--- config.mk ---
export PLATFORM = sky130hd
export DESIGN_NAME = plot_scheduler_flat
export DESIGN_NICKNAME = d
export VERILOG_FILES = /design/src/rtl/plot_scheduler_pkg.sv /design/src/rtl/plot_scheduler_if.sv /design/src/rtl/plot_scheduler_rr_arbiter5.sv /design/src/rtl/plot_scheduler.sv /design/src/flat_wrapper.sv
export SDC_FILE = /design/constraint.sdc
export NUM_CORES = 1
export LEC_CHECK = 0
export ABC_AREA = 1
export BUFFER_PORTS_ARGS = -buffer_cell sky130_fd_sc_hd__buf_4
export CAP_MARGIN = 15
export CORE_UTILIZATION = 54
export CTS_CLUSTER_SIZE = 30
export DETAILED_ROUTE_END_ITERATION = 6
export GPL_TIMING_DRIVEN = 0
export PLACE_DENSITY_LB_ADDON = 0.15
export REMOVE_ABC_BUFFERS = 1
export SYNTH_ARGS = -nofsm -noshare
export SYNTH_HDL_FRONTEND = slang
export SYNTH_SLANG_ARGS = --single-unit
--- constraint.sdc ---
create_clock -name CLOCK_50 -period 3.53 [get_ports CLOCK_50]
set_clock_uncertainty 0.05 [all_clocks]
set_input_delay 0 -clock CLOCK_50 [delete_from_list [all_inputs] [get_ports CLOCK_50]]
set_output_delay 0 -clock CLOCK_50 [all_outputs]
set_load 0.01 [all_outputs]
--- src/rtl/plot_scheduler_pkg.sv ---
`default_nettype none
// ============================================================================
// Module      : plot_scheduler_pkg
// Description : Shared constants for the plot scheduler: slot indices, slot
//               colours, packed-position field widths and a mod-5 slot adder.
// Ports       : none (package)
// Revision    : 1.0 - initial release
// ============================================================================
package plot_scheduler_pkg;

  localparam int X_W         = 8;
  localparam int Y_W         = 7;
  localparam int POS_W       = X_W + Y_W;
  localparam int NUM_PLAYERS = 4;
  localparam int NUM_SLOTS   = NUM_PLAYERS + 1;

  localparam logic [2:0] SLOT_P0    = 3'd0;
  localparam logic [2:0] SLOT_P1    = 3'd1;
  localparam logic [2:0] SLOT_P2    = 3'd2;
  localparam logic [2:0] SLOT_P3    = 3'd3;
  localparam logic [2:0] SLOT_TIMER = 3'd4;

  localparam logic [2:0] COLOUR_P0    = 3'b001;
  localparam logic [2:0] COLOUR_P1    = 3'b010;
  localparam logic [2:0] COLOUR_P2    = 3'b100;
  localparam logic [2:0] COLOUR_P3    = 3'b110;
  localparam logic [2:0] COLOUR_TIMER = 3'b111;

  function automatic logic [2:0] slot_colour(input logic [2:0] slot);
    case (slot)
      SLOT_P0: return COLOUR_P0;
      SLOT_P1: return COLOUR_P1;
      SLOT_P2: return COLOUR_P2;
      SLOT_P3: return COLOUR_P3;
      default: return COLOUR_TIMER;
    endcase
  endfunction

  // (a + b) mod 5 for operands in 0..4; the sum never exceeds 8, so one
  // conditional subtraction is enough.
  function automatic logic [2:0] slot_add(input logic [2:0] a, input logic [2:0] b);
    logic [3:0] sum;
    logic [3:0] wrapped;
    sum     = {1'b0, a} + {1'b0, b};
    wrapped = (sum >= 4'd5) ? (sum - 4'd5) : sum;
    return wrapped[2:0];
  endfunction

endpackage
`default_nettype wire

--- src/rtl/plot_scheduler_if.sv ---
`default_nettype none
// ============================================================================
// Module      : plot_scheduler_if
// Description : Player request bus shared by the four movement streams and
//               the plot scheduler.
// Signals     : p_req[4]  level request per player, held until granted
//               p_pos[60] packed {x[7:0], y[6:0]} per player, player i at
//                         [15i+14:15i]
//               p_gnt[4]  one-hot single-cycle grant
// Modports    : master (players), slave (scheduler)
// Revision    : 1.0 - initial release
// ============================================================================
interface plot_scheduler_if;
  import plot_scheduler_pkg::*;

  logic [NUM_PLAYERS-1:0]       p_req;
  logic [NUM_PLAYERS*POS_W-1:0] p_pos;
  logic [NUM_PLAYERS-1:0]       p_gnt;

  modport master (output p_req, output p_pos, input p_gnt);
  modport slave  (input p_req, input p_pos, output p_gnt);

endinterface
`default_nettype wire

--- src/rtl/plot_scheduler_rr_arbiter5.sv ---
`default_nettype none
// ============================================================================
// Module      : plot_scheduler_rr_arbiter5
// Description : Combinational 5-slot round-robin arbiter. Searches from ptr
//               upward, wrapping mod 5, and grants the first eligible slot.
// Ports       : eligible[5]  slot eligibility
//               ptr[3]       first slot in search order (0..4)
//               grant[5]     one-hot grant
//               grant_idx[3] index of the granted slot
//               grant_valid  any slot granted
//               next_ptr[3]  slot after the granted one, or ptr if none
// Revision    : 1.0 - initial release
// ============================================================================
module plot_scheduler_rr_arbiter5
  import plot_scheduler_pkg::*;
(
  input  logic [NUM_SLOTS-1:0] eligible,
  input  logic [2:0]           ptr,
  output logic [NUM_SLOTS-1:0] grant,
  output logic [2:0]           grant_idx,
  output logic                 grant_valid,
  output logic [2:0]           next_ptr
);

  logic [2:0] cand;

  always_comb begin
    grant       = '0;
    grant_idx   = '0;
    grant_valid = 1'b0;
    next_ptr    = ptr;
    cand        = '0;
    for (int k = 0; k < NUM_SLOTS; k++) begin
      cand = slot_add(ptr, 3'(k));
      if (!grant_valid && eligible[cand]) begin
        grant_valid = 1'b1;
        grant_idx   = cand;
        grant[cand] = 1'b1;
        next_ptr    = slot_add(cand, 3'd1);
      end
    end
  end

endmodule
`default_nettype wire

--- src/rtl/plot_scheduler.sv ---
`default_nettype none
// ============================================================================
// Module      : plot_scheduler
// Description : Shares the VGA pixel-write port between four player streams
//               and the countdown timer bar, and owns the game running flag.
// Ports       : CLOCK_50      system clock
//               resetn        asynchronous active-low reset
//               start         pulse, (re)starts a round
//               tick_en       rate-divider pulse, advances the bar
//               bus           player request bus (slave side)
//               plot/x/y/colour  registered write to vga_adapter
//               running       game active
//               timer_x       next bar column to draw
// Revision    : 1.0 - initial release
// ============================================================================
module plot_scheduler
  import plot_scheduler_pkg::*;
#(
  parameter logic [Y_W-1:0] TIMER_ROW    = 7'd119,
  parameter logic [X_W-1:0] TIMER_LAST_X = 8'd158
) (
  input  logic                CLOCK_50,
  input  logic                resetn,
  input  logic                start,
  input  logic                tick_en,
  plot_scheduler_if.slave     bus,
  output logic                plot,
  output logic [X_W-1:0]      x,
  output logic [Y_W-1:0]      y,
  output logic [2:0]          colour,
  output logic                running,
  output logic [X_W-1:0]      timer_x
);

  logic                 timer_pend;
  logic [2:0]           rr_ptr;
  logic [NUM_SLOTS-1:0] eligible;
  logic [NUM_SLOTS-1:0] arb_grant;
  logic [2:0]           arb_idx;
  logic                 arb_valid;
  logic [2:0]           arb_next;
  logic [POS_W-1:0]     sel_pos;
  logic                 timer_granted;

  // A start cycle issues no grant at all, including a pending timer slot.
  assign eligible = start ? '0
                          : {timer_pend, bus.p_req & {NUM_PLAYERS{running}}};

  plot_scheduler_rr_arbiter5 u_arb (
    .eligible    (eligible),
    .ptr         (rr_ptr),
    .grant       (arb_grant),
    .grant_idx   (arb_idx),
    .grant_valid (arb_valid),
    .next_ptr    (arb_next)
  );

  assign bus.p_gnt     = arb_grant[NUM_PLAYERS-1:0];
  assign timer_granted = arb_grant[SLOT_TIMER];

  always_comb begin
    sel_pos = {timer_x, TIMER_ROW};
    case (arb_idx)
      SLOT_P0: sel_pos = bus.p_pos[0*POS_W +: POS_W];
      SLOT_P1: sel_pos = bus.p_pos[1*POS_W +: POS_W];
      SLOT_P2: sel_pos = bus.p_pos[2*POS_W +: POS_W];
      SLOT_P3: sel_pos = bus.p_pos[3*POS_W +: POS_W];
      default: sel_pos = {timer_x, TIMER_ROW};
    endcase
  end

  always_ff @(posedge CLOCK_50 or negedge resetn) begin
    if (!resetn) begin
      plot       <= 1'b0;
      x          <= '0;
      y          <= '0;
      colour     <= '0;
      running    <= 1'b0;
      timer_x    <= '0;
      timer_pend <= 1'b0;
      rr_ptr     <= '0;
    end else if (start) begin
      // Any tick arriving with start is dropped.
      plot       <= 1'b0;
      running    <= 1'b1;
      timer_x    <= '0;
      timer_pend <= 1'b0;
      rr_ptr     <= '0;
    end else begin
      plot <= arb_valid;
      if (arb_valid) begin
        rr_ptr <= arb_next;
        x      <= sel_pos[POS_W-1:Y_W];
        y      <= sel_pos[Y_W-1:0];
        colour <= slot_colour(arb_idx);
      end
      if (timer_granted) begin
        timer_pend <= 1'b0;
        if (timer_x == TIMER_LAST_X) begin
          running <= 1'b0;
        end else begin
          timer_x <= timer_x + 8'd1;
        end
      end else if (tick_en && running) begin
        // Setting an already-set flag is the "dropped tick" behaviour.
        timer_pend <= 1'b1;
      end
    end
  end

endmodule
`default_nettype wire

--- src/flat_wrapper.sv ---
// flat-port wrapper written by rule: the top's interface ports become plain ports
module plot_scheduler_flat import plot_scheduler_pkg::*;
#(
  parameter logic [Y_W-1:0] TIMER_ROW    = 7'd119,
  parameter logic [X_W-1:0] TIMER_LAST_X = 8'd158
)
  (CLOCK_50, resetn, start, tick_en, plot, x, y, colour, running, timer_x, bus_p_req, bus_p_pos, bus_p_gnt);
  plot_scheduler_if bus_i ();
  input  logic CLOCK_50;
  input  logic resetn;
  input  logic start;
  input  logic tick_en;
  output logic plot;
  output logic [X_W-1:0] x;
  output logic [Y_W-1:0] y;
  output logic [2:0] colour;
  output logic running;
  output logic [X_W-1:0] timer_x;
  input wire logic [$bits(bus_i.p_req)-1:0] bus_p_req;
  input wire logic [$bits(bus_i.p_pos)-1:0] bus_p_pos;
  output wire logic [$bits(bus_i.p_gnt)-1:0] bus_p_gnt;
  assign bus_i.p_req = bus_p_req;
  assign bus_i.p_pos = bus_p_pos;
  assign bus_p_gnt = bus_i.p_gnt;
  plot_scheduler #(.TIMER_ROW(TIMER_ROW), .TIMER_LAST_X(TIMER_LAST_X)) u_core (.CLOCK_50(CLOCK_50), .resetn(resetn), .start(start), .tick_en(tick_en), .bus(bus_i), .plot(plot), .x(x), .y(y), .colour(colour), .running(running), .timer_x(timer_x));
endmodule
==> summary by stage, run 1 <==
Layout
After the last flow step, the layout net total stands at 817. The area used by sequential logic in the layout is 805.8 um^2. The top cell types in the final layout, fill and taps aside, are 204 x nand2_1, 114 x buf_4, 55 x nand3_1, 48 x inv_1, 32 x nor2_1. In the final layout, the multi-input gates occupy ~2800 um^2. The most common library cell in the layout ignoring fill and taps is nand2_1. The final core area utilization is between 70% and 80%.

The share of cells above drive strength 1 is 31.00%. The number of antenna diodes in the final layout is 0. The signed area change from the synthesized netlist to the final layout is 39.10%. After filler insertion, the fill cell instance count of the layout stands at about 450.

Global routing
The number of global-route vias before repair is 4271. The wire length of the first global-routing pass is ~19000 um. In the global route stage, overall resource usage came out at 33.72%. Entering global routing, the biggest net connects 33 pins. The total grt overflow is 0. The initial antenna violation count was 0.

STA
The number of pins with negative max-slew slack in the final report was 0. The worst pin sits at a relative slew slack of between 60% and 70%. The setup TNS is 0 ns. The actual slew at the worst max-slew pin is between 0.4 and 0.5 ns. Setup slack on the critical path of the routed design comes to 0.1440 ns. Setup violations remaining at the end of the flow were counted as 0. Final hold analysis gives a worst-case slack of -0.0001850 ns. The clock period minus final worst setup slack is 3.386 ns. Static timing analysis puts the maximum clock frequency at 295.3 MHz. The total count of hold-check failures in the final report is 1. The final critical-path share of the clock period is roughly 96%.

Floorplan
The width of the die is 84.85 um. The floorplan step defined a core boundary enclosing 6495 um^2. The floorplan die area is 7199 um^2. The die boundary height is 84.85 um. Once the floorplan was initialized, standard cells occupied 57.06% of the core.

Row generation in the floorplan step produced 29 rows. Pin placement for this block handled 100 I/O pins.

Worst setup path
The worst setup path is captured at a flip-flop. The critical path class is reg -> reg. The data required time of the critical path is 3.67 ns.

The worst register-to-register path ends at u_core.y[3]$_DFFE_PN0P_. The worst setup path is launched from a flip-flop. The maximum net fanout on the critical path is 9.

The count of cells along the worst register-to-register path is 20. The launch instance of the worst register-to-register path is u_core.rr_ptr[0]$_DFFE_PN0P_. The reg-to-reg setup timing slack is around 0.14 ns.

The endpoint arrival time on the critical path is approximately 3.5 ns.

Synth
The cell taking the most area after synthesis is dfrtp_1. The number of distinct library cells after synthesis is slightly above 40. The share of the yosys chip area belonging to registers is 21.61%.

The average footprint of a synthesized cell is 6.281 um^2. The number of flip-flops and latches in the synthesized netlist is 32. In the post-synthesis netlist, the biggest area contributors are dfrtp_1 22%, nand2_1 21%, nand3_1 8.1%. The synthesized netlist occupies a cell area of 3706 um^2.

The area fraction of the dominant cell type after synthesis is 21.61%. Synthesis produced a netlist whose cell count is 590. The Yosys step of the flow raised 0 warnings.

Clocking
The clock tree from TritonCTS is built. Buffers inserted during clock tree synthesis total 5. The longest clock path from root to sink contains 2 buffers. The clock insertion delay at the later pin of the skew report is 0.29 ns. Clock tree synthesis selected as its root buffer the cell clkbuf_8.

The clock slew seen by the registers of the worst setup and hold paths is 0.07 ns. The number of clock sinks seen by CTS is 32. The count of H-tree levels built during CTS is 2.

Placed design
The detailed placement HPWL is 8567 um. Routability-driven placement finished with a final weighted congestion of between 0.9 and 1. The number of port buffers is 99. The setup slack at placement is -0.8305 ns.

Flow run
Across the run, the number of max-cap violations was 0.

Detailed routing
The first-iteration detailed-routing DRC count is 388. The wire length after detailed routing is about 13000 um. The mean routed wirelength per cell is roughly 16 um. After detailed routing, the number of vias per cell comes to 5.744. After detailed routing, the number of remaining DRC violations is 5. Summing over every cut layer, the via total after detailed routing is about 4600.

The detailed-routing iteration count for the pre-antenna-repair pass is 7. The count of nets left with antenna violations once routing finished came out at 0.

Worst hold path
Along the worst hold path, the cell count comes to 5. The path with the worst hold slack has its endpoint at u_core.y[2]$_DFFE_PN0P_. The path class of the tightest hold or removal check is in -> reg. The worst hold path begins at bus_p_pos[17].

Status
The flow ran to the end, but the final reports show violations. The final reports fail on design-rule violations, negative hold slack.
==> layer usage <==
metal | track usage (%) | share of wire (%)
met5 | 0 | 0
met4 | 12.94 | 3.8
met3 | 6.420 | 8.1
met2 | 56.76 | 48
met1 | 43.05 | 40
==> cell families (layout without fill, tap and decap cells) <==
logic type	after synthesis	after routing	share of synthesized area, %
buffers and inverters	76	213	9.048
DFF	32	32	21.61
and+or+nand+nor	396	398	50.68
xor gates and xnor gates	8	8	2.397
adders and majority gates	20	20	6.955
AOI/OAI and AO/OA	58	58	9.319
==> area by class of cell <==
class                      instances  area share, %
multi-input combinational        484          54.15
timing repair buffer             141          21.87
sequential                        32          15.63
inverter                          65          4.976
clock buffer                       6          1.408
tap                               77          1.869
clock inverter                     1        0.09709
==> repair_timing <==
item	CTS	global route
hold endpoints to repair	48	0
hold buffers	26	0
resized for setup	15	44
pin swaps	0	10
cloned	0	2
endpoints found under the setup margin	36	30
setup buffers	1	15
==> registers in the layout, summed over array words and instances (netlist names) <==
register and count:
u_core.plot 1, u_core.running 1, u_core.colour 3, u_core.y 7
u_core.timer_pend 1, u_core.rr_ptr 3, u_core.x 8, u_core.timer_x 8
==> metrics by stage <==
| stage | instances | cell area [um^2] |
|---|---|---|
| 2_1_floorplan | 579 | 3615 |
| 3_3_place_gp | 755 | 4454 |
| 3_5_place_dp | 755 | 4454 |
| 4_1_cts | 789 | 4852 |
| 5_1_grt | 806 | 5155 |
| 6_report | 806 | 5155 |
==> worst max path at each step <==
stage | from | end | depth (start not counted)
floorplan | u_core.rr_ptr[0]$_DFFE_PN0P_ | u_core.rr_ptr[0]$_DFFE_PN0P_ | 19
global placement | u_core.rr_ptr[0]$_DFFE_PN0P_ | u_core.rr_ptr[0]$_DFFE_PN0P_ | 17
detailed placement | u_core.rr_ptr[0]$_DFFE_PN0P_ | u_core.rr_ptr[0]$_DFFE_PN0P_ | 17
CTS | u_core.rr_ptr[0]$_DFFE_PN0P_ | u_core.timer_x[4]$_DFFE_PN0P_ | 22
global route | u_core.rr_ptr[0]$_DFFE_PN0P_ | u_core.y[6]$_DFFE_PN0P_ | 20
finish | u_core.rr_ptr[0]$_DFFE_PN0P_ | u_core.y[3]$_DFFE_PN0P_ | 20
==> critical path, stage by stage (launching register included) <==
cell	delay, ns
dfrtp_4	0.50
inv_6	0.10
ha_1	0.14
inv_1	0.06
fa_2	0.35
inv_2	0.10
nand2_1	0.07
nand2_1	0.12
nand2_4	0.10
nor2_2	0.17
nand3_2	0.13
nand2_1	0.10
nor2_2	0.06
nand4_1	0.13
inv_2	0.08
a21oi_2	0.34
nand3_2	0.30
nand2_1	0.15
nand3b_1	0.09
nand2_1	0.07
nand2_1	0.05
==> cells in the mapped netlist <==
library cell / instances
ha_1: 19
xnor2_1: 3
nand2_1: 211
o21ai_1: 2
nand4_1: 22
nand3_2: 9
inv_1: 51
nor2_1: 44
buf_2: 4
fa_1: 1
inv_2: 13
nand3b_1: 1
o21ai_2: 2
nor4_1: 1
nand3_1: 60
buf_6: 6
o22ai_1: 1
dfrtp_1: 32
nand3_4: 3
nor3_1: 5
a21oi_1: 26
a21oi_4: 1
a21oi_2: 1
o31ai_1: 3
xor2_1: 4
nor2_2: 7
o2111ai_1: 1
clkinv_1: 1
nand4_4: 1
nand4_2: 1
o21ai_0: 14
a32oi_1: 1
o211ai_1: 3
a311oi_1: 1
clkbuf_1: 1
nor2_4: 6
a31oi_1: 1
or2_2: 6
xor2_4: 1
o22a_1: 1
nand2_2: 19
Power of run 1 is left out: the tool's default activity adds up to more than one toggle a clock period on the data nets, which glitch-free logic cannot reach.
==> inputs of run 2 (changes only) <==
--- a/config.mk
+++ b/config.mk
@@ -12,7 +12,7 @@
 export CTS_CLUSTER_SIZE = 30
 export DETAILED_ROUTE_END_ITERATION = 6
 export GPL_TIMING_DRIVEN = 0
-export PLACE_DENSITY_LB_ADDON = 0.15
+export PLACE_DENSITY = 0.89
 export REMOVE_ABC_BUFFERS = 1
 export SYNTH_ARGS = -nofsm -noshare
 export SYNTH_HDL_FRONTEND = slang
==> run 2 against run 1 <==
  * The run still ends with design-rule violations, negative hold slack left
  * Global-route usage rose by 0.78 points
  * Via count rose by 9.4%
  * Sequential cell count did not move
  * Worst setup slack got worse by 0.14 ns
  * Clock-buffer cell count rose by 1
  * Die area did not move
  * Register-to-register slack got worse by 0.14 ns
  * Sequential share of layout area fell by 0.42 points
  * Worst hold slack got worse by 0.0059 ns
  * Utilization rose by 2.3 points
  * Cell count rose by 1.6%
  * Largest cell class unchanged
==> summary by stage, run 2 (same netlist as run 1, synthesis figures left out) <==
Global routing
The maximum number of pins on one net before global-route repair is 33 (unchanged). The initial antenna violation count is 0 (unchanged). The total grt overflow came to 0 (unchanged). The number of global-route vias before repair came to 4371 (was 4271). The wire length of the first global-routing pass is 19900 um (was 19340 um). The aggregate global-route resource usage was 34.50% (was 33.72%).

Layout
Top flop regs: u_core.timer_x (8), u_core.x (8), u_core.y (7) (unchanged). The area used by sequential logic in the layout is 807.0 um^2 (was 805.8 um^2). The post-route standard cell area excluding fillers is 5306 um^2 (was 5155 um^2).

The area occupied by multi-input gates was 2804 um^2 (was 2791 um^2). The share of cells above drive strength 1 is 32.08% (was 31.00%). The final core area utilization is 81.70% (was 79.37%). The signed area change from the synthesized netlist to the final layout is 43.18% (was 39.10%).

Most frequent cells in the layout: 205 x nand2_1, 123 x buf_4, 55 x nand3_1, 47 x inv_1, 33 x nor2_1 (was 204 x nand2_1, 114 x buf_4, 55 x nand3_1, 48 x inv_1, 32 x nor2_1). The number of nets in the layout is 830 (was 817). The most common library cell in the layout ignoring fill and taps is nand2_1 (unchanged). The antenna diode count is 0 (unchanged). The filler cell count in the final layout came to 394 (was 451).

Floorplan
The starting density of the core is 57.06% (unchanged). The placement row count is 29 (unchanged). The I/O pin count came to 100 (unchanged). The die boundary height is 84.85 um (unchanged).

The floorplan die area was 7199 um^2 (unchanged). The width of the die came to 84.85 um (unchanged). The placeable core area was 6495 um^2 (unchanged).

Worst setup path
The cell repeated most along the worst path is nand2_1 (unchanged). The count of cells along the worst register-to-register path is 19 (was 20). Cells along the critical path: inv_6, ha_1, ha_1, nand2_1, nand2_1, nand2_1, nand2_1, nor2_1, nand3_1, nand3_4, nor2_4, buf_4, nand4_1, nand3_4, buf_4, a21oi_1, nand4_1, nand2_1, inv_1 (was inv_6, ha_1, inv_1, fa_2, inv_2, nand2_1, nand2_1, nand2_4, nor2_2, nand3_2, nand2_1, nor2_2, nand4_1, inv_2, a21oi_2, nand3_2, nand2_1, nand3b_1, nand2_1, nand2_1). The nature of the critical path startpoint is a flip-flop (unchanged).

The worst reg2reg path endpoint is u_core.y[5]$_DFFE_PN0P_ (was u_core.y[3]$_DFFE_PN0P_). The reg-to-reg setup timing slack is 0.003 ns (was 0.14 ns). The count of buffering cells on the critical path with inverters included is 4 (unchanged). The endpoint class of the critical path is a flip-flop (unchanged). The maximum net fanout on the critical path came to 12 (was 9).

The launch instance of the worst register-to-register path is u_core.rr_ptr[0]$_DFFE_PN0P_ (unchanged). The data required time of the critical path is 3.68 ns (was 3.67 ns). The delay of the slowest cell on the worst path is 0.51 ns (was 0.50 ns).

The critical path class is reg -> reg (unchanged). The endpoint arrival time on the critical path was 3.68 ns (was 3.52 ns). The cell family with the largest share of critical-path delay is simple AND/OR/NAND/NOR gates (unchanged). The cell with the biggest individual delay on the critical path is dfrtp_4 (unchanged).

Detailed routing
The via total after detailed routing was 5063 (was 4630). The first-iteration detailed-routing DRC count is 622 (was 388). The number of remaining DRC errors was 2 (was 5). The number of nets with antenna violations after detailed routing was 0 (unchanged). The detailed-routing iteration count for the pre-antenna-repair pass is 7 (unchanged). The wire length after detailed routing was 14800 um (was 12810 um).

The average via count per standard cell is 6.182 (was 5.744). The mean routed wirelength per cell is 18.07 um (was 15.90 um).

Worst hold path
The end point of the most critical hold path is u_core.y[6]$_DFFE_PN0P_ (was u_core.y[2]$_DFFE_PN0P_). The startpoint of the lowest-slack hold path is bus_p_pos[36] (was bus_p_pos[17]). The path class of the lowest-slack min-delay path is in -> reg (unchanged). The number of instances on the worst hold path is 5 (unchanged).

STA
The setup-violating endpoint count in the final report is 0 (unchanged). The worst hold slack is -0.006093 ns (was -0.0001850 ns). The number of pins with negative max-slew slack in the final report was 0 (unchanged).

The highest attainable clock frequency is 283.5 MHz (was 295.3 MHz). The clock period minus final worst setup slack is 3.527 ns (was 3.386 ns). The total count of hold-check failures in the final report is 1 (unchanged). The final critical-path share of the clock period came to 99.92% (was 95.92%). The normalized max-slew margin is 64.69% (was 67.12%). The setup TNS is 0 ns (unchanged). The actual slew at the worst max-slew pin is 0.5278 ns (was 0.4914 ns).

Flow run
The number of maximum-capacitance violations is 0 (unchanged).

Placed design
The detailed placement HPWL is 8556 um (was 8567 um). The final weighted congestion of routability-driven global placement was 0.9960 (was 0.9279). The number of port buffers was 99 (unchanged).

The area of placed instances was 4454 um^2 (unchanged).

Clocking
The clock tree from TritonCTS was built (unchanged). The cell chosen for the clock root is clkbuf_8 (unchanged). The clock tree buffer depth came to 2 (unchanged).

The CTS buffer count is 5 (unchanged). The count of H-tree levels built during CTS was 2 (unchanged). The clock insertion delay at the later pin of the skew report is 0.29 ns (about the same). The clock slew seen by the registers of the worst setup and hold paths is 0.08 ns (was 0.07 ns). The number of clock sinks seen by CTS is 32 (unchanged).

Status
Result of the run: complete, but fails checks (unchanged). Violations in the final reports: design-rule violations, negative hold slack (unchanged).
## run 2: cell count changes in the layout (fill, tap and decap cells not counted), sizes merged
cell and delta:
clkbuf +1, dlygate4sd3 +3, clkinv -1, buf +10
## run 2: worst max path at each step
stage / startpoint / endpoint / cells past startpoint
4_1_cts: u_core.rr_ptr[1]$_DFFE_PN0P_ / u_core.timer_x[4]$_DFFE_PN0P_ / 24
5_1_grt: u_core.rr_ptr[0]$_DFFE_PN0P_ / u_core.x[1]$_DFFE_PN0P_ / 21
2_1_floorplan: u_core.rr_ptr[0]$_DFFE_PN0P_ / u_core.rr_ptr[0]$_DFFE_PN0P_ / 19
6_report: u_core.rr_ptr[0]$_DFFE_PN0P_ / u_core.y[5]$_DFFE_PN0P_ / 19
3_5_place_dp: u_core.rr_ptr[0]$_DFFE_PN0P_ / u_core.rr_ptr[0]$_DFFE_PN0P_ / 17
3_3_place_gp: u_core.rr_ptr[0]$_DFFE_PN0P_ / u_core.rr_ptr[0]$_DFFE_PN0P_ / 17
## run 2: tightest hold or removal path: cells and delay by family
kind	cells	cell delay (ns)
buffers and inverters	1	0.08
and+or+nand+nor	4	0.22
## run 2: routing by layer
| metal | part of all wire [%] | wire length, um | GRT usage [%] |
|---|---|---|---|
| met5 | 0 | 0 | 0 |
| met4 | 5.2 | 764 | 10.94 |
| met3 | 11 | 1581 | 4.767 |
| met2 | 47 | 6947 | 60.31 |
| met1 | 37 | 5504 | 44.21 |
## run 2: repair_timing
action,in CTS,in global routing
endpoints found under the setup margin,36,31
hold endpoints to repair,49,0
buffers inserted,3,23
cloned,0,2
pin swaps,1,14
hold buffers,29,0
resized for setup,15,47
## run 2: area by class of cell
class | count | area share [%]
well taps | 77 | 1.816
flip-flops and latches | 32 | 15.21
multi-input cells | 484 | 52.84
repair buffers | 154 | 23.53
inverters | 65 | 4.787
clock buffers | 7 | 1.816
## run 2: metrics by stage
step | instances | setup slack, ns
3_5_place_dp | 755 | -0.9292
3_3_place_gp | 755 | -0.8145
6_report | 819 | 0.002720
5_1_grt | 819 | -0.1667
2_1_floorplan | 579 | 0.08660
4_1_cts | 794 | 0.01942
Power of run 2 is left out for the same reason.
==> inputs of run 3 (changes only) <==
--- a/config.mk
+++ b/config.mk
@@ -8,11 +8,11 @@
 export ABC_AREA = 1
 export BUFFER_PORTS_ARGS = -buffer_cell sky130_fd_sc_hd__buf_4
 export CAP_MARGIN = 15
-export CORE_UTILIZATION = 54
+export CORE_UTILIZATION = 40
 export CTS_CLUSTER_SIZE = 30
 export DETAILED_ROUTE_END_ITERATION = 6
 export GPL_TIMING_DRIVEN = 0
-export PLACE_DENSITY = 0.89
+export PLACE_DENSITY = 0.71
 export REMOVE_ABC_BUFFERS = 1
 export SYNTH_ARGS = -nofsm -noshare
 export SYNTH_HDL_FRONTEND = slang
==> run 3 against run 2 <==
  * The flow finishes with violations (design-rule violations)
  * Sequential share of layout area is 0.14 points higher
  * Worst hold slack better by 0.0078 ns
  * Wire length is 14% lower
  * Die area is 34% higher
  * Register-to-register slack better by 0.18 ns
  * Critical path depth is 4 higher
  * Utilization is 22 points lower
  * Sequential cell count stayed put
  * Global-route usage is 8.9 points lower
  * Worst setup slack better by 0.18 ns
  * Largest cell class unchanged
  * Non-clock buffer count is 8 lower
  * Cell count is 2.8% higher
==> summary by stage, run 3 (same netlist as run 1, synthesis figures left out) <==
Status
Result of the run: complete, but fails checks (unchanged). Violations in the final reports: design-rule violations (was design-rule violations, negative hold slack).

Detailed routing
The mean routed wirelength per cell came to 15.11 um (was 18.07 um). The number of nets with antenna violations after detailed routing is 0 (unchanged). The first-iteration detailed-routing DRC count is 268 (was 622). The wire length after detailed routing is 12720 um (was 14800 um). The via total after detailed routing was 4458 (was 5063). The number of remaining DRC errors is 2 (unchanged). The detailed-routing iteration count for the pre-antenna-repair pass was 7 (unchanged). The average via count per standard cell is 5.295 (was 6.182).

Clocking
The clock tree buffer depth is 2 (unchanged). The clock slew seen by the registers of the worst setup and hold paths is 0.07 ns (was 0.08 ns). The clock insertion delay at the later pin of the skew report came to 0.29 ns (about the same). The number of clock sinks seen by CTS is 32 (unchanged). The clock tree from TritonCTS is built (unchanged). The cell chosen for the clock root is clkbuf_8 (unchanged).

The count of H-tree levels built during CTS is 2 (unchanged). The CTS buffer count is 5 (unchanged).

Worst setup path
The launch instance of the worst register-to-register path was u_core.rr_ptr[0]$_DFFE_PN0P_ (unchanged). The maximum net fanout on the critical path was 9 (was 12). The cell repeated most along the worst path was nor2_4 (was nand2_1). The cell family with the largest share of critical-path delay is simple AND/OR/NAND/NOR gates (unchanged).

The endpoint class of the critical path is a flip-flop (unchanged). The reg-to-reg setup timing slack was 0.19 ns (was 0.003 ns). The critical path endpoint is u_core.y[3]$_DFFE_PN0P_ (was u_core.y[5]$_DFFE_PN0P_). The cell with the biggest individual delay on the critical path is dfrtp_4 (unchanged). The data required time of the critical path is 3.71 ns (was 3.68 ns). The count of buffering cells on the critical path with inverters included came to 6 (was 4). The total stage count of the critical path was 23 (was 19). The worst reg2reg path endpoint is u_core.y[3]$_DFFE_PN0P_ (was u_core.y[5]$_DFFE_PN0P_). The count of cells along the worst register-to-register path is 23 (was 19). The endpoint arrival time on the critical path is 3.52 ns (was 3.68 ns). The critical path class is reg -> reg (unchanged). The delay of the slowest cell on the worst path is 0.51 ns (about the same). The nature of the critical path startpoint is a flip-flop (unchanged). Cells along the critical path: inv_6, ha_1, inv_1, fa_2, inv_2, nand3_1, nand2_4, inv_1, nor2_4, nand3_2, inv_1, nor2_4, nand4_1, inv_2, nor2_4, nand2_1, nor2_4, nand2_2, nor2_4, nand2_1, nand3b_1, nand2_1, nand2_1 (was inv_6, ha_1, ha_1, nand2_1, nand2_1, nand2_1, nand2_1, nor2_1, nand3_1, nand3_4, nor2_4, buf_4, nand4_1, nand3_4, buf_4, a21oi_1, nand4_1, nand2_1, inv_1).

The critical path launch point is u_core.rr_ptr[0]$_DFFE_PN0P_ (unchanged).

Placed design
The setup slack at placement came to -0.9428 ns (was -0.9292 ns). The number of port buffers is 99 (unchanged). The area of placed instances is 4493 um^2 (was 4454 um^2). The final weighted congestion of routability-driven global placement was 0.9384 (was 0.9960).

The detailed placement HPWL is 8929 um (was 8556 um). The count of placed standard cells including taps is 786 (was 755).

STA
The highest attainable clock frequency is 299.0 MHz (was 283.5 MHz). The actual slew at the worst max-slew pin was 0.5472 ns (was 0.5278 ns). The final critical-path share of the clock period was 94.74% (was 99.92%). The total count of hold-check failures in the final report is 0 (was 1). The normalized max-slew margin is 63.39% (was 64.69%).

The worst setup slack after layout is 0.1858 ns (was 0.002720 ns). The setup-violating endpoint count in the final report came to 0 (unchanged). The number of pins with negative max-slew slack in the final report was 0 (unchanged). The clock period minus final worst setup slack is 3.344 ns (was 3.527 ns).

Floorplan
The placement row count was 34 (was 29). The floorplan die area was 9654 um^2 (was 7199 um^2). The placeable core area is 8848 um^2 (was 6495 um^2). The width of the die is 98.26 um (was 84.85 um). The starting density of the core was 41.88% (was 57.06%). The I/O pin count was 100 (unchanged).

The die boundary height is 98.26 um (was 84.85 um).

Layout
The filler cell count in the final layout is 832 (was 394). The signed area change from the synthesized netlist to the final layout was 41.66% (was 43.18%). The share of cells above drive strength 1 is 29.84% (was 32.08%). The number of nets in the layout came to 822 (was 830). The most common library cell in the layout ignoring fill and taps is nand2_1 (unchanged).

The post-route standard cell area excluding fillers is 5250 um^2 (was 5306 um^2). Top flop regs: u_core.timer_x (8), u_core.x (8), u_core.y (7) (unchanged). Most frequent cells in the layout: 206 x nand2_1, 111 x buf_4, 57 x nand3_1, 47 x inv_1, 34 x dlygate4sd3_1 (was 205 x nand2_1, 123 x buf_4, 55 x nand3_1, 47 x inv_1, 33 x nor2_1). The antenna diode count came to 0 (unchanged). The non-filler instance count after layout was 842 (was 819).

Flow run
The number of maximum-capacitance violations is 0 (unchanged).

Global routing
The aggregate global-route resource usage is 25.56% (was 34.50%). The total grt overflow came to 0 (unchanged). The number of global-route vias before repair was 4187 (was 4371). The initial antenna violation count came to 0 (unchanged). The maximum number of pins on one net before global-route repair is 33 (unchanged). The wire length of the first global-routing pass is 19890 um (was 19900 um).

Worst hold path
The path class of the lowest-slack min-delay path is in -> reg (unchanged).
-- run 3: worst min path at each step --
stage / startpoint / endpoint / slack (ns) / cells after the start
after detailed placement: resetn / u_core.timer_x[5]$_DFFE_PN0P_ / -0.08 / 1
after global placement: resetn / u_core.timer_x[5]$_DFFE_PN0P_ / -0.09 / 1
after floorplan: resetn / u_core.colour[0]$_DFFE_PN0P_ / -0.35 / 0
after global routing: bus_p_pos[21] / u_core.y[6]$_DFFE_PN0P_ / 0.01 / 5
after CTS: bus_p_pos[8] / u_core.x[1]$_DFFE_PN0P_ / 0.0004 / 5
final: bus_p_pos[8] / u_core.x[1]$_DFFE_PN0P_ / 0.002 / 5
-- run 3: area by class of cell --
type,count,area [um^2],area share (%)
multi-input cells,484,2791,53.17
repair buffers,146,1185,22.57
flip-flops and latches,32,805.8,15.35
inverters,65,255.2,4.862
well taps,108,135.1,2.574
clock buffers,6,72.57,1.382
clock inverters,1,5.005,0.09533
-- run 3: metal layers --
layer | track usage [%] | vias to the layer above | part of all wire [%]
li1 | - | 2216 | -
met3 | 4.223 | 24 | 6.0
met4 | 7.807 | 0 | 1.8
met2 | 42.20 | 148 | 49
met5 | 0 | - | 0
met1 | 34.22 | 2070 | 43
-- run 3: timing repair --
item                                    4_1_cts  5_1_grt
gates resized for setup                      16       41
hold buffers                                 34        0
endpoints found under the hold margin        51        0
setup buffers                                 2       11
endpoints found under the setup margin       36       33
gates cloned                                  0        2
pin swaps                                     1       12
-- run 3: per-stage QoR --
step	util (%)	hold WS (ns)	setup TNS, ns
CTS	56.36	0.0004218	0
detailed placement	50.78	-0.08266	-19.46
global placement	50.78	-0.08907	-16.11
floorplan	-	-0.3456	0
global route	59.33	0.01336	-0.003260
finish	59.33	0.001692	0
-- run 3: tightest hold or removal path, delay by kind of cell --
kind | cells | cell delay, ns
buffers and inverters | 1 | 0.08
and+or+nand+nor | 3 | 0.18
AOI/OAI and AO/OA | 1 | 0.05
Power of run 3 is left out for the same reason.
